<file path="src/rtl/lsu.sv">
// lsu: load/store unit bridging the core's memory stage to RAM port B,
// with alignment/range/funct3 checking and load data extension.
module lsu #(
    parameter int MEM_ADDR_WIDTH = 12
) (
    input  logic                      i_clk,
    input  logic                      i_rst_n,
    input  logic                      i_req_valid,
    output logic                      o_req_ready,
    input  logic                      i_req_we,
    input  logic [2:0]                i_req_funct3,
    input  logic [31:0]               i_req_addr,
    input  logic [31:0]               i_req_wdata,
    output logic                      o_rsp_valid,
    input  logic                      i_rsp_ready,
    output logic [31:0]               o_rsp_rdata,
    output logic                      o_rsp_err,
    output logic [MEM_ADDR_WIDTH-1:0] o_mem_addr,
    output logic                      o_mem_we,
    output logic [1:0]                o_mem_size,
    output logic [31:0]               o_mem_din,
    input  logic [31:0]               i_mem_dout
);
    typedef enum logic [1:0] {IDLE, RD_WAIT, RSP} state_t;
    state_t state, state_next;
    logic [MEM_ADDR_WIDTH-1:0] addr_q;
    logic [2:0] f3_q;
    logic idle, accept, misaligned, out_of_range, illegal, err_c;
    logic [31:0] ext;
    assign idle = state == IDLE;
    assign accept = idle & i_req_valid;
    assign out_of_range = (i_req_addr >> MEM_ADDR_WIDTH) != 32'd0;
    assign misaligned = (i_req_funct3[1:0] == 2'b01 & i_req_addr[0]) |
                        (i_req_funct3[1:0] == 2'b10 & |i_req_addr[1:0]);
    assign illegal = i_req_we ? i_req_funct3[2]
                              : (i_req_funct3[1:0] == 2'b11 | i_req_funct3 == 3'b110);
    assign err_c = misaligned | out_of_range | illegal;
    assign o_req_ready = idle;
    assign o_rsp_valid = state == RSP;
    // Gated by reset so a request held during reset cannot write the RAM.
    assign o_mem_we = accept & i_rst_n & i_req_we & ~err_c;
    assign o_mem_addr = idle ? i_req_addr[MEM_ADDR_WIDTH-1:0] : addr_q;
    assign o_mem_size = idle ? i_req_funct3[1:0] : f3_q[1:0];
    assign o_mem_din = i_req_wdata;
    always_comb begin
        state_next = state;
        state_next = idle ? (i_req_valid ? ((err_c | i_req_we) ? RSP : RD_WAIT) : IDLE) :
                     state == RD_WAIT ? RSP :
                     (i_rsp_ready ? IDLE : RSP);
    end
    // RAM returns bytes starting at the addressed byte, so lanes are always low-aligned.
    always_comb begin
        ext = i_mem_dout;
        ext = f3_q == 3'b000 ? {{24{i_mem_dout[7]}}, i_mem_dout[7:0]} :
              f3_q == 3'b100 ? {24'd0, i_mem_dout[7:0]} :
              f3_q == 3'b001 ? {{16{i_mem_dout[15]}}, i_mem_dout[15:0]} :
              f3_q == 3'b101 ? {16'd0, i_mem_dout[15:0]} :
              i_mem_dout;
    end
    always_ff @(posedge i_clk or negedge i_rst_n) begin
        if (!i_rst_n) state <= IDLE;
        else state <= state_next;
    end
    always_ff @(posedge i_clk or negedge i_rst_n) begin
        if (!i_rst_n) begin
            addr_q <= '0;
            f3_q <= '0;
            o_rsp_rdata <= '0;
            o_rsp_err <= 1'b0;
        end else if (accept) begin
            if (err_c | i_req_we) begin
                o_rsp_rdata <= '0;
                o_rsp_err <= err_c;
            end else begin
                addr_q <= i_req_addr[MEM_ADDR_WIDTH-1:0];
                f3_q <= i_req_funct3;
            end
        end else if (state == RD_WAIT) begin
            o_rsp_rdata <= ext;
            o_rsp_err <= 1'b0;
        end
    end
endmodule

</file>
<file path="config.mk">
export PLATFORM = sky130hd
export DESIGN_NAME = lsu
export DESIGN_NICKNAME = d
export VERILOG_FILES = /design/src/rtl/lsu.sv
export SDC_FILE = /design/constraint.sdc
export NUM_CORES = 1
export LEC_CHECK = 0
export CORE_UTILIZATION = 24
export CTS_CLUSTER_SIZE = 28
export DETAILED_ROUTE_END_ITERATION = 8
export GPL_ROUTABILITY_DRIVEN = 1
export PLACE_DENSITY = 0.65
export SYNTH_ARGS = -nofsm -noshare
export SYNTH_HDL_FRONTEND = slang
export SYNTH_SLANG_ARGS = --single-unit
</file>
<file path="constraint.sdc">
create_clock -name i_clk -period 3.15 [get_ports i_clk]
set_clock_uncertainty 0.15 [all_clocks]
set_input_delay 0.7875 -clock i_clk [delete_from_list [all_inputs] [get_ports i_clk]]
set_output_delay 0.7875 -clock i_clk [all_outputs]
set_load 0.1 [all_outputs]
</file>
After elaboration in Yosys (flattened, before gate mapping)
Cells that the tools add are included.
{ "op_classes": {"add_sub_neg": 0, "n_mul": 0, "div": 0, "n_lt_le_gt_ge": 0, "n_eq_ne": 10, "shift": 0, "mux": 18, "bitwise_logic": 13, "n_reduce_logical": 7} }
{ "ops": {"columns": ["operator", "count"], "rows": [
  ["$mux 32", 7],
  ["$reduce_bool 32->1", 1],
  ["$mux 12", 1],
  ["$mux 2", 6],
  ["$eq 3x3->1 const B", 3],
  ["$and 1x1->1", 6],
  ["$eq 2x2->1 const B", 3],
  ["$or 1x1->1", 5],
  ["$eq 2x1->1 const B", 2],
  ["$mux 1", 4],
  ["$reduce_and 2->1", 2],
  ["$eq 3x1->1 const B", 1],
  ["$logic_not 3->1", 1],
  ["$logic_not 2->1", 1],
  ["$ne 2x1->1 const B", 1],
  ["$not 1->1", 2],
  ["$reduce_bool 2->1", 1],
  ["$reduce_or 2->1", 1]
]} }
{ "totals": {"regBits": 50, "latch_bits": 0, "ram_bits": 0, "rom_bits": 0, "input_bits": 104, "output_inout_bits": 82, "word_cells": 53, "mem_count": 0} }

Logic depth before layout (Yosys ltp)
Gate-level depths: netlist of the first run.
{ "depth": {"depth_word": 9, "ltp_mapped": 7, "depth_no_buf": 4} }

Worst setup path after synthesis of the first run
No wires, ideal clock.
{ "synth_timing": {"path_type": "input port to output port", "startpoint": "in i_req_addr[17]", "endpoint": "out o_mem_we", "t_arrival_ps": 2867, "required_time_ps": 2213, "slack_ps": -654, "cell_stages": 6, "path_buffers": 2, "path_cell_list": "nor4_2 -> nand4_1 -> or4_1 -> buf_6 -> buf_12 -> nor2_2"} }
{ "synth_between": {"elab_chain_cells": 5} }
{ "synth_lines": {"columns": ["element", "line_no", "source"], "rows": [
  ["start, declared", "12", "input logic [31:0] i_req_addr,"],
  ["$reduce_bool 32->1", "32", "assign out_of_range = (i_req_addr >> MEM_ADDR_WIDTH) != 32'd0;"],
  ["$or 1x1->1 (2 in series)", "37", "assign err_c = misaligned | out_of_range | illegal;"],
  ["$not 1->1", "41", "assign o_mem_we = accept & i_rst_n & i_req_we & ~err_c;"],
  ["$and 1x1->1", "41", null],
  ["end, declared", "19", "output logic o_mem_we,"]
]} }
No other way between the ends.

Worst setup path after layout of the first run
{ "layout_timing": {"startpoint": "in i_req_addr[13]", "endpoint": "reg addr_q[0]"} }
{ "layout_between": {"elab_chain_cells": 6} }
{ "layout_lines": {"columns": ["element", "line_no", "source"], "rows": [
  ["$reduce_bool 32->1", "32", null],
  ["$or 1x1->1 (2 in series)", "37", null],
  ["$or 1x1->1", "71", "if (err_c | i_req_we) begin"],
  ["$not 1->1 (no source line)", null, null],
  ["$reduce_and 2->1 (no source line)", null, null],
  ["end signal, assigned", "75", "addr_q <= i_req_addr[MEM_ADDR_WIDTH-1:0];"],
  ["end, declared", "26", "logic [MEM_ADDR_WIDTH-1:0] addr_q;"]
]} }
No other way between the ends.
A chain may end at the register's enable or synchronous reset.

==> results of run 1 <==
[layer usage]
layer  vias to the layer above  global-route usage (%)  part of all wire [%]  wire, um
li1                       1287                       -                     -         -
met1                      1308                    17.0                    42      3930
met2                       101                    24.4                    48      4520
met3                        28                    5.54                   8.7       821
met4                         0                    5.54                   2.0       191
met5                         -                       0                     0         0
[flip-flops by register name, indices dropped and copies added (netlist names)]
name / cells
o_rsp_err: 1
o_rsp_rdata: 32
f3_q: 3
addr_q: 12
state: 2
[power by group]
group	total [W]	leakage [nW]	switching (W)	internal (W)
Clock	0.000556	0.0739	0.000240	0.000316
Sequential	0.000653	0.693	0.00000663	0.000647
Combinational	0.000541	1.18	0.000331	0.000210
Total	0.00175	1.95	0.000577	0.00117
[through the flow]
stage | TNS, ps | utilization [%] | total power [W]
5_1_grt | -146 | 37.9 | 0.00182
6_report | 0 | 37.9 | 0.00175
3_5_place_dp | -724 | 35.4 | 0.00121
4_1_cts | -38.2 | 37.3 | 0.00177
3_3_place_gp | -642 | 35.4 | 0.00120
2_1_floorplan | -205 | - | 0.00115
[worst reg2reg max path: cells and delay by family (launching register included)]
family | cells | cell delay (ps)
buf+inv | 2 | 350
simple gates | 3 | 920
flops | 1 | 470
mux | 1 | 300
[path summary, 6_finish.rpt]
kind | start | slack [ps] | depth (start not counted) | end
worst max-delay path | i_req_addr[13] | 50 | 15 | addr_q[0]
worst min-delay path | addr_q[6] | 350 | 1 | addr_q[6]
worst max register to register | state[1] | 850 | 6 | addr_q[0]
worst min register to register | addr_q[6] | 350 | 1 | addr_q[6]
max in group asynchronous | i_rst_n | 1900 | 2 | o_rsp_rdata[8]
min in group asynchronous | i_rst_n | 500 | 2 | addr_q[9]
[kinds of logic after synthesis]
kind of cell           Yosys count
buffers and inverters           57
and+or+nand+nor                 71
muxes                           31
AOI/OAI and AO/OA              103
DFF                             50
[layout make-up]
class	instances	share of cell area [%]
repair buffers	155	32.6
multi-input cells	205	32.6
clock buffers	7	3.08
flip-flops and latches	50	27.0
clock inverters	1	0.108
well taps	168	4.54
[what timing repair did]
action / CTS / global route
endpoints found under the setup margin: 1 / 16
buffers inserted: 14 / 1
pin swaps: 10 / 7
cloned: 0 / 1
gates resized for setup: 69 / 24
[cells in the mapped netlist (2+ instances only)]
cell type / instances
mux2_2: 29
a22oi_1: 24
buf_6: 2
nor2b_1: 3
mux2i_1: 2
nand4_1: 2
o21ai_2: 29
buf_4: 32
o21ai_0: 29
buf_12: 3
nor2_1: 2
dfrtp_1: 50
nor4_2: 4
clkbuf_1: 20
a21oi_1: 17
nand2_1: 49
nand2b_1: 2
==> flow_summary.ini, run 1 <==
[timing]
slew_violations = 0
fin_ws_ps = 53.4
setup_violations = 0
maxSlewHeadroom_pct = 53.1
fin_crit_sh_pct = 98.3
hold_viol_final = 0
timing.fmax_ghz = 0.323
holdWs_ps = 353
worst_pin_slew_ps = 704
min_period_ps = 3100

[die]
row_count = 40
die_y_um = 115
num_io_pins = 186
die_area_um2 = 13200
core_area_um2 = 12200
start_util_pct = 25.1
fp.dieW_um = 115

[finish]
final_cell_mix = 66 x buf_4, 50 x dfrtp_1, 49 x nand2_1, 44 x clkdlybuf4s50_1, 30 x o21ai_2
final_common_cell = buf_4
final_area_um2 = 4630
drive_above_1_share_pct = 43.8
area_growth_pct = 51.0
fillCellCount = 1249
fin_cells = 586
seq_area_um2 = 1250
nets = 521
multiInputGateArea_um2 = 1510
antenna_cells = 0

[worst_setup_path]
cpLargestDelayFamily = buffers and inverters
cpMostUsedCell = buf_4
worst-path-buf-inv = 11
crit_type = primary input to flop
critPathMaxStageDelay_ps = 290
arrival_ps = 3130
critPathCaptureType = flop
critPathRequiredTime_ps = 3180
critical_path.startpoint_type = primary input
crit_fanout = 6
critical_path.slowest_cell = mux2_4
cp_cell_sequence = buf_6 > nor4_4 > o21ai_2 > buf_4 > buf_4 > buf_4 > buf_4 > buf_4 > buf_4 > buf_4 > buf_4 > nor4_4 > buf_4 > clkbuf_16 > mux2_4

[synth]
synth_edf_count = 0
ys_seq_area_share_pct = 40.8
synthAdderAreaFrac_pct = 0
yosys.area_share.simple_pct = 12.0
synth_area_per_cell_um2 = 9.83
synth_ff_type = dfrtp_1
synth_seq_cells = 50
synth_compound_area_share_pct = 22.9
synth_top_family_by_area = compound AO/OA/AOI/OAI gates
netlist_area_um2 = 3070
synth_top_area_share_pct = 40.8
synthCells = 312
yosys_warnings = 0
synth_top_area_cell = dfrtp_1
synthMuxAreaShare_pct = 11.3
netlist-cell-type-count = 30
ys_top_cells_by_area = dfrtp_1 41%, mux2_2 11%, o21ai_2 8.3%
synthXorXnorAreaFrac_pct = 0
synth_nets = 416
ys_async_sr_fraction_pct = 100

[placement]
gp_congestion = 0.765
port_buffers = 121
hpwl_um = 6620
post_dp_cell_area_um2 = 4320
post-place-ws_ps = -426
dp_cells = 563

[cts]
path_clk_slew_ps = 70
cts_buffer_depth = 2
numCtsBuffers = 5
hold_buffers = 0
htree_num_levels = 2
cts_tree = yes
cts_sinks = 50
root_buffer = clkbuf_16
clk_latency_ps = 290

[power]
ir_worst_vdd_mv = 0.302
power_leakage_nw = 1.95
power.density_nw_per_um2 = 378

[grt]
grt_max_degree = 51
grt_pass1_wl_um = 14900
grt_overflow = 0
antenna_found_initial = 0
first_global_vias = 2914
grtUsageTotal_pct = 14.6

[route]
drt_iter0_markers = 78
antenna_left = 0
vias_per_cell = 4.65
wirelength_um = 9460
post_drt_wl_per_cell_um = 16.1
firstDrtPassIters = 4
vias = 2724
drc = 0

[flow_run]
drv_cap = 0

[status]
status = completed

[hold_path]
hold_class = flop to flop
No activity file was read; power rests on OpenSTA's default activity.
==> inputs of run 2 (changes only) <==
==> constraint.sdc (replaced) <==
create_clock -name i_clk -period 3.4 [get_ports i_clk]
set_clock_uncertainty 0.15 [all_clocks]
set_input_delay 0.85 -clock i_clk [delete_from_list [all_inputs] [get_ports i_clk]]
set_output_delay 0.85 -clock i_clk [all_outputs]
set_load 0.1 [all_outputs]
==> flow_summary.ini, run 2 (synthesis results as in run 1) <==
[worst_setup_path]
critical_path.startpoint_type = primary input
crit_fanout = 2
arrival_ps = 2360
critPathMaxStageDelay_ps = 570
critical_path.slowest_cell = or4_4
worst-path-buf-inv = 2
cpLargestDelayFamily = simple AND/OR/NAND/NOR gates
crit_type = primary input to output port
cp_cell_sequence = clkdlybuf4s50_1 > o22a_1 > or4_4 > nor2_4 > buf_12
critPathRequiredTime_ps = 2400
critPathCaptureType = output port

[grt]
grt_overflow = 0
grtUsageTotal_pct = 14.2
antenna_found_initial = 1
grt_max_degree = 51
first_global_vias = 2839
grt_pass1_wl_um = 14700

[finish]
largest_registers = o_rsp_rdata x32, addr_q x12, f3_q x3
drive_above_1_share_pct = 40.1
fin_cells = 585
fin_util_pct = 38.1
fillCellCount = 1230
final_common_cell = buf_4
final_cell_mix = 65 x buf_4, 50 x dfrtp_1, 49 x nand2_1, 45 x clkdlybuf4s50_1, 29 x o21ai_2
largest_reg_flops = 32
nets = 519
area_growth_pct = 51.8
largest_register = o_rsp_rdata

[cts]
htree_num_levels = 2
cts_sinks = 50
numCtsBuffers = 5
root_buffer = clkbuf_16
cts_tree = yes
clk_latency_ps = 290
cts_buffer_depth = 2
path_clk_slew_ps = 70
hold_buffers = 0

[placement]
gp_congestion = 0.742
port_buffers = 121
hpwl_um = 6450
dp_cells = 561

[die]
fp.dieW_um = 115
start_util_pct = 25.1
num_io_pins = 186
die_y_um = 115
core_area_um2 = 12200
row_count = 40
die_area_um2 = 13200

[timing]
setup_violations = 0
hold_viol_final = 0
maxSlewHeadroom_pct = 52.6
slew_violations = 0
worst_pin_slew_ps = 711
fin_crit_sh_pct = 98.7
timing.fmax_ghz = 0.298
min_period_ps = 3360
grt_setup_unrepaired = false
holdWs_ps = 363

[power]
power_leakage_nw = 1.98
ir_worst_vdd_mv = 0.257
power.density_nw_per_um2 = 380

[route]
vias = 2733
drt_iter0_markers = 158
firstDrtPassIters = 4
antenna_left = 0
post_drt_wl_per_cell_um = 16.0
drc = 0
wirelength_um = 9330
vias_per_cell = 4.67

[status]
status = completed

[hold_path]
hold_class = flop to flop

[flow_run]
drv_cap = 0
-- run 2: cell types whose count changed in the layout (fill, tap and decap cells not counted), sizes merged --
| cell | before | now |
|---|---|---|
| dlymetal6s2s | 1 | 4 |
| bufinv | 0 | 2 |
| dlygate4sd2 | 3 | 8 |
| clkdlybuf4s15 | 5 | 9 |
| clkbuf | 12 | 7 |
| clkdlybuf4s50 | 44 | 45 |
| buf | 97 | 86 |
| clkinv | 1 | 0 |
| diode | 0 | 1 |
-- run 2: what timing repair did --
action,in CTS,in global routing
pin swaps,8,7
gates resized for setup,39,26
cloned,0,1
buffers inserted,14,0
endpoints found under the setup margin,1,13
-- run 2: final timing paths --
check | from | end | slack (ps) | depth (start not counted)
max | i_req_funct3[2] | o_mem_we | 40 | 5
min | addr_q[9] | addr_q[9] | 360 | 1
max reg2reg | state[1] | f3_q[1] | 1100 | 5
min reg2reg | addr_q[9] | addr_q[9] | 360 | 1
max in group asynchronous | i_rst_n | o_rsp_rdata[3] | 2090 | 2
min in group asynchronous | i_rst_n | o_rsp_rdata[27] | 570 | 2
-- run 2: power breakdown --
group	internal [W]	switching, W
sequential	0.000599	0.00000674
clock	0.000442	0.000230
combinational	0.000190	0.000298
-- run 2: final cells by class --
cell class                      count  area, um^2  share of cell area (%)
Antenna cell                        1        2.50                  0.0538
Clock buffer                        6         139                    2.98
Clock inverter                      2        60.1                    1.29
Multi-Input combinational cell    205        1490                    32.1
Sequential cell                    50        1250                    26.9
Tap cell                          168         210                    4.52
Timing Repair Buffer              153        1500                    32.2
-- run 2: metal layers --
metal  vias up  track usage, %  part of all wire (%)
li1       1281               -                     -
met3        26            5.11                   9.4
met1      1316            16.7                    41
met4         0            3.81                   1.6
met5         -               0                     0
met2       110            24.5                    48
-- run 2: stage by stage --
step | worst slack [ps] | power, W | instance area, um^2 | setup TNS (ps)
6_report | 43.4 | 0.00177 | 4650 | 0
5_1_grt | 5.79 | 0.00183 | 4650 | 0
4_1_cts | 4.85 | 0.00179 | 4570 | 0
3_5_place_dp | -295 | 0.00111 | 4290 | -295
3_3_place_gp | -298 | 0.00111 | 4290 | -298
2_1_floorplan | -80.0 | 0.00106 | 3080 | -80.0
